### config.mk
export PLATFORM = sky130hd
export DESIGN_NAME = mem_wb_pipe_stage
export DESIGN_NICKNAME = d
export VERILOG_FILES = /design/src/rtl/mem_wb_pipe_stage.sv
export SDC_FILE = /design/constraint.sdc
export NUM_CORES = 1
export LEC_CHECK = 0
export CAP_MARGIN = 20
export CORE_MARGIN = 10
export CORE_UTILIZATION = 45
export CTS_CLUSTER_DIAMETER = 40
export DETAILED_ROUTE_END_ITERATION = 10
export PLACE_DENSITY = 0.74
export SLEW_MARGIN = 20
export SYNTH_ARGS = -nofsm -noshare
export SYNTH_HDL_FRONTEND = slang
export SYNTH_SLANG_ARGS = --single-unit
### constraint.sdc
create_clock -name clk -period 2.6 [get_ports clk]
set_clock_uncertainty 0.05 [all_clocks]
set_input_delay 0.39 -clock clk [delete_from_list [all_inputs] [get_ports clk]]
set_output_delay 0.39 -clock clk [all_outputs]
set_load 0.005 [all_outputs]
### src/rtl/mem_wb_pipe_stage.sv
// MEM->WB stage register with valid/ready handshake, optional skid entry,
// flush, writeback result select and saturating stall/bubble counters.
module mem_wb_pipe_stage #(
    parameter int DATA_W = 32,
    parameter int REG_AW = 5,
    parameter bit SKID   = 1'b1,
    parameter int CNT_W  = 16
) (
    input  logic              clk,
    input  logic              rst_n,
    input  logic              flush,
    input  logic              m_valid,
    output logic              m_ready,
    input  logic              m_reg_write,
    input  logic              m_mem_to_reg,
    input  logic [DATA_W-1:0] m_read_data,
    input  logic [DATA_W-1:0] m_alu_out,
    input  logic [REG_AW-1:0] m_write_reg,
    output logic              w_valid,
    input  logic              w_ready,
    output logic              w_reg_write,
    output logic              w_mem_to_reg,
    output logic [DATA_W-1:0] w_read_data,
    output logic [DATA_W-1:0] w_alu_out,
    output logic [REG_AW-1:0] w_write_reg,
    output logic [DATA_W-1:0] w_result,
    output logic              w_we,
    output logic [CNT_W-1:0]  stall_cnt,
    output logic [CNT_W-1:0]  bubble_cnt
);

    typedef enum logic [1:0] {
        EMPTY = 2'd0,
        ONE   = 2'd1,
        FULL  = 2'd2
    } state_t;

    state_t state;
    state_t stateNext;

    logic mFire;
    logic wFire;
    logic wValid;
    logic mReady;
    logic mReadyQ;

    logic              outRegWrite;
    logic              outMemToReg;
    logic [DATA_W-1:0] outReadData;
    logic [DATA_W-1:0] outAluOut;
    logic [REG_AW-1:0] outWriteReg;

    logic              skRegWrite;
    logic              skMemToReg;
    logic [DATA_W-1:0] skReadData;
    logic [DATA_W-1:0] skAluOut;
    logic [REG_AW-1:0] skWriteReg;

    logic loadOutM;
    logic loadOutSk;
    logic loadSk;

    logic [CNT_W-1:0] stallCnt;
    logic [CNT_W-1:0] bubbleCnt;

    assign mFire = m_valid & mReady;
    assign wFire = wValid & w_ready;

    always_ff @(posedge clk or negedge rst_n) begin
        if (!rst_n) begin
            state <= EMPTY;
        end else begin
            state <= stateNext;
        end
    end

    always_comb begin
        stateNext = state;
        if (flush) begin
            stateNext = EMPTY;
        end else begin
            unique case (state)
                EMPTY: begin
                    if (mFire) stateNext = ONE;
                end
                ONE: begin
                    if (SKID && mFire && !wFire) stateNext = FULL;
                    else if (!mFire && wFire) stateNext = EMPTY;
                end
                FULL: begin
                    if (wFire) stateNext = ONE;
                end
                default: stateNext = EMPTY;
            endcase
        end
    end

    // Without the skid entry, ready is combinational but still forced low in reset.
    always_comb begin
        wValid = (state != EMPTY);
        mReady = SKID ? mReadyQ : (rst_n & (!wValid | w_ready));
    end

    always_ff @(posedge clk or negedge rst_n) begin
        if (!rst_n) begin
            mReadyQ <= 1'b0;
        end else begin
            mReadyQ <= (stateNext != FULL);
        end
    end

    assign loadOutM  = !flush & mFire & ((state == EMPTY) | wFire);
    assign loadOutSk = !flush & (state == FULL) & wFire;
    assign loadSk    = !flush & SKID & (state == ONE) & mFire & !wFire;

    always_ff @(posedge clk or negedge rst_n) begin
        if (!rst_n) begin
            outRegWrite <= 1'b0;
            outMemToReg <= 1'b0;
            outReadData <= '0;
            outAluOut   <= '0;
            outWriteReg <= '0;
            skRegWrite  <= 1'b0;
            skMemToReg  <= 1'b0;
            skReadData  <= '0;
            skAluOut    <= '0;
            skWriteReg  <= '0;
        end else begin
            if (flush) begin
                outRegWrite <= 1'b0;
                skRegWrite  <= 1'b0;
            end
            if (loadOutM) begin
                outRegWrite <= m_reg_write;
                outMemToReg <= m_mem_to_reg;
                outReadData <= m_read_data;
                outAluOut   <= m_alu_out;
                outWriteReg <= m_write_reg;
            end else if (loadOutSk) begin
                outRegWrite <= skRegWrite;
                outMemToReg <= skMemToReg;
                outReadData <= skReadData;
                outAluOut   <= skAluOut;
                outWriteReg <= skWriteReg;
            end
            if (loadSk) begin
                skRegWrite <= m_reg_write;
                skMemToReg <= m_mem_to_reg;
                skReadData <= m_read_data;
                skAluOut   <= m_alu_out;
                skWriteReg <= m_write_reg;
            end
        end
    end

    always_ff @(posedge clk or negedge rst_n) begin
        if (!rst_n) begin
            stallCnt  <= '0;
            bubbleCnt <= '0;
        end else begin
            if (wValid && !w_ready && stallCnt != '1) begin
                stallCnt <= stallCnt + CNT_W'(1);
            end
            if (!wValid && bubbleCnt != '1) begin
                bubbleCnt <= bubbleCnt + CNT_W'(1);
            end
        end
    end

    assign m_ready      = mReady;
    assign w_valid      = wValid;
    assign w_reg_write  = outRegWrite;
    assign w_mem_to_reg = outMemToReg;
    assign w_read_data  = outReadData;
    assign w_alu_out    = outAluOut;
    assign w_write_reg  = outWriteReg;
    assign w_result     = outMemToReg ? outReadData : outAluOut;
    assign w_we         = wFire & outRegWrite & (outWriteReg != '0);
    assign stall_cnt    = stallCnt;
    assign bubble_cnt   = bubbleCnt;

endmodule

==> results.md <==
- Top Ports: 214
- Pin count of the biggest net entering global routing: 75
- CTS tree: done
- Static leakage: 4.56 nW
- Compound-Gate Fraction of Synth Area: 5.26%
- Total wire length: 21700 um
- Placed insts: 1080
- Mean Syn Cell Area: 12.1 um^2
- Final-stage net count: 953
- Largest cells by area after synthesis: dfrtp_1, mux2_2, mux2i_1
- Slew HR: 54.9%
- Clk sinks: 177
- Final core occ: 63.8%
- Drc violations: 0
- Commonest cells after routing, fill and taps aside: clkdlybuf4s50_1, dfrtp_1, mux2_2, nand2_1, o21ai_0
- TNS Setup: 0 ns
- Via-to-Cell Ratio: 5.33
- Worst-Margin Slew: 0.677 ns
- # Max-Cap Violations: 0
- Worst Reg2Reg Path Length in Cells: 6
- Initial Utilization: 46.1%
- Post-Synth Simple-Gate Area: 9.97%
- Drt initial violations: 376
- Pre-antenna DRT Iters: 5
- RSZ-0062 raised after global routing: no
- CP Class: reg2out
- Grt ovf: 0
- Largest family of logic cells by synthesized area: multiplexers
- Startpoint types: flop
- Most common cell after layout, fill and taps aside: clkdlybuf4s50_1
- Asr flop ratio synth: 100%
- Mapped Cells: 663
- Area Overhead vs Synth: 38.6%
- Leading area contributor after synthesis: dfrtp_1
- Global-route wire length before repair: 34900 um
- Xor/xnor share of the synthesized area: 2.96%
- Vias in the first global route: 6415
- Slew Viols, Final: 0
- CP endpoint kind: output port
- Total GRT Usage: 18.2%
- Average wire per standard cell: 19.5 um
- Post-Syn Area: 0.00799 mm^2
- Cell variety after synth: 36
- DR vias: 5934
- Synth warn: 0
- Total core area: 0.0174 mm^2
- Synthesis-stage register bit count: 177
- Share of cells above drive strength 1: 18.8%
- F_max: 399 MHz
- Required @ worst endpoint: 2.16 ns
- Peak VDD IR: 479 uV
- Clock-pin slew of the registers on the worst-case setup and hold paths: 0.06 ns
- Final worst path period need: 2.51 ns
- Sequential area share after synthesis: 55.4%
- Post-synthesis net count: 741
- CP max FO: 3
- Mux cell area share after synthesis: 23.8%
- Global placer's final weighted congestion: 0.816
- CTS buffer count: 17
- Clk_lat worst skew: 0.42 ns
- Total power: 8.62 mW
- Initial antenna violation count: 0
- Clock tree buffer depth: 2
- Port Buffers: 213
- Clk root buf: clkbuf_16
- Outcome: finished, final reports clean
- Period utilization: 96.4%
- Synth top area share: 55.4%
- Setup violators final: 0
- Die Area: 0.0235 mm^2
- Multi-input gate area: 0.00340 mm^2
- Diodes inserted: 0
- Worst hold path depth: 1
- Min-Delay Path Class: reg2reg
- Post-route insts no fill: 1113
- Arrival time worst endpoint: 2.07 ns
- Post-synthesis adder-cell area fraction: 0.313%
- Power Dens Cells: 778 mW/mm^2
- H-tree depth: 4
- Count of final hold-check violations: 0
- Antenna Violating Nets Remaining: 0
- Die width: 153 um
- Dpl hpwl: 15800 um
- Post-synth EDFFs: 0
- Worst hold margin: 0.455 ns
- FF+latch area: 0.00443 mm^2
- Filler Cell Count: 1325
- Die height: 153 um
- Synth Flop Type: dfrtp_1
- Core Rows: 48
## per-layer routing
metal	GRT usage (%)	routed length [um]
met1	21.9	9230
met2	29.0	10200
met3	7.27	1840
met4	6.63	414
met5	0	0
## repair_timing
item,CTS,global route
setup endpoints to repair,0,1
hold buffers,1,0
gates resized for setup,0,1
hold endpoints to repair,68,0
buffers inserted,0,0
## cells in the mapped netlist, drive strengths merged (2+ instances only)
cell type    n
a21oi        3
nand3       10
xor2        23
nor2b        3
xnor2        4
or2          3
mux2       106
nor3b        4
nand4       12
nand2       86
mux2i       71
buf         25
nor4        10
or4          2
nor3        11
inv          4
o21ai       75
clkbuf      11
dfrtp      177
nor2        11
ha           2
## cells by family after synthesis
kind of cell    Yosys count
fa+ha+maj                 2
simple gates            159
mux                     177
flops                   177
buf+inv                  40
xor+xnor                 27
compound gates           81
## power breakdown
part | switching (mW) | leakage (nW) | total, mW | internal [mW]
clock | 1.07 | 0.286 | 2.54 | 1.47
combinational | 0.767 | 2.06 | 2.17 | 1.40
sequential | 0.521 | 2.22 | 3.91 | 3.39
total | 2.36 | 4.56 | 8.62 | 6.26
## per-stage QoR
step	area [um^2]	setup slack (ns)
6_report	11100	0.0925
5_1_grt	11100	0.0203
4_1_cts	11100	0.0499
3_5_place_dp	10500	0.238
3_3_place_gp	10500	0.339
2_1_floorplan	7990	0.797
## area by class of cell
| type | count | area share, % |
|---|---|---|
| Clock buffer | 20 | 4.12 |
| Inverter | 4 | 0.136 |
| Clock inverter | 12 | 1.21 |
| Sequential cell | 177 | 40.0 |
| Tap cell | 225 | 2.54 |
| Timing Repair Buffer | 229 | 21.3 |
| Multi-Input combinational cell | 446 | 30.7 |
## worst paths after layout
check / from / end / slack [ns]
setup reg to reg: stall_cnt[0]$_DFFE_PN0P_ / stall_cnt[6]$_DFFE_PN0P_ / 0.53
hold / removal: stall_cnt[15]$_DFFE_PN0P_ / stall_cnt[15]$_DFFE_PN0P_ / 0.46
setup / recovery: w_write_reg[0]$_DFFE_PN0P_ / w_we / 0.09
min in group asynchronous: rst_n / bubble_cnt[6]$_DFFE_PN0P_ / 0.51
max in group asynchronous: rst_n / skReadData[11]$_DFFE_PN0P_ / 1.26
hold reg to reg: stall_cnt[15]$_DFFE_PN0P_ / stall_cnt[15]$_DFFE_PN0P_ / 0.46
## critical path: stages (launching register included)
cell	delay [ns]
dfrtp_1	0.41
or4_4	0.55
o2111a_1	0.25
clkdlybuf4s50_1	0.45
Note: power is estimated with default switching activity, not from simulation.
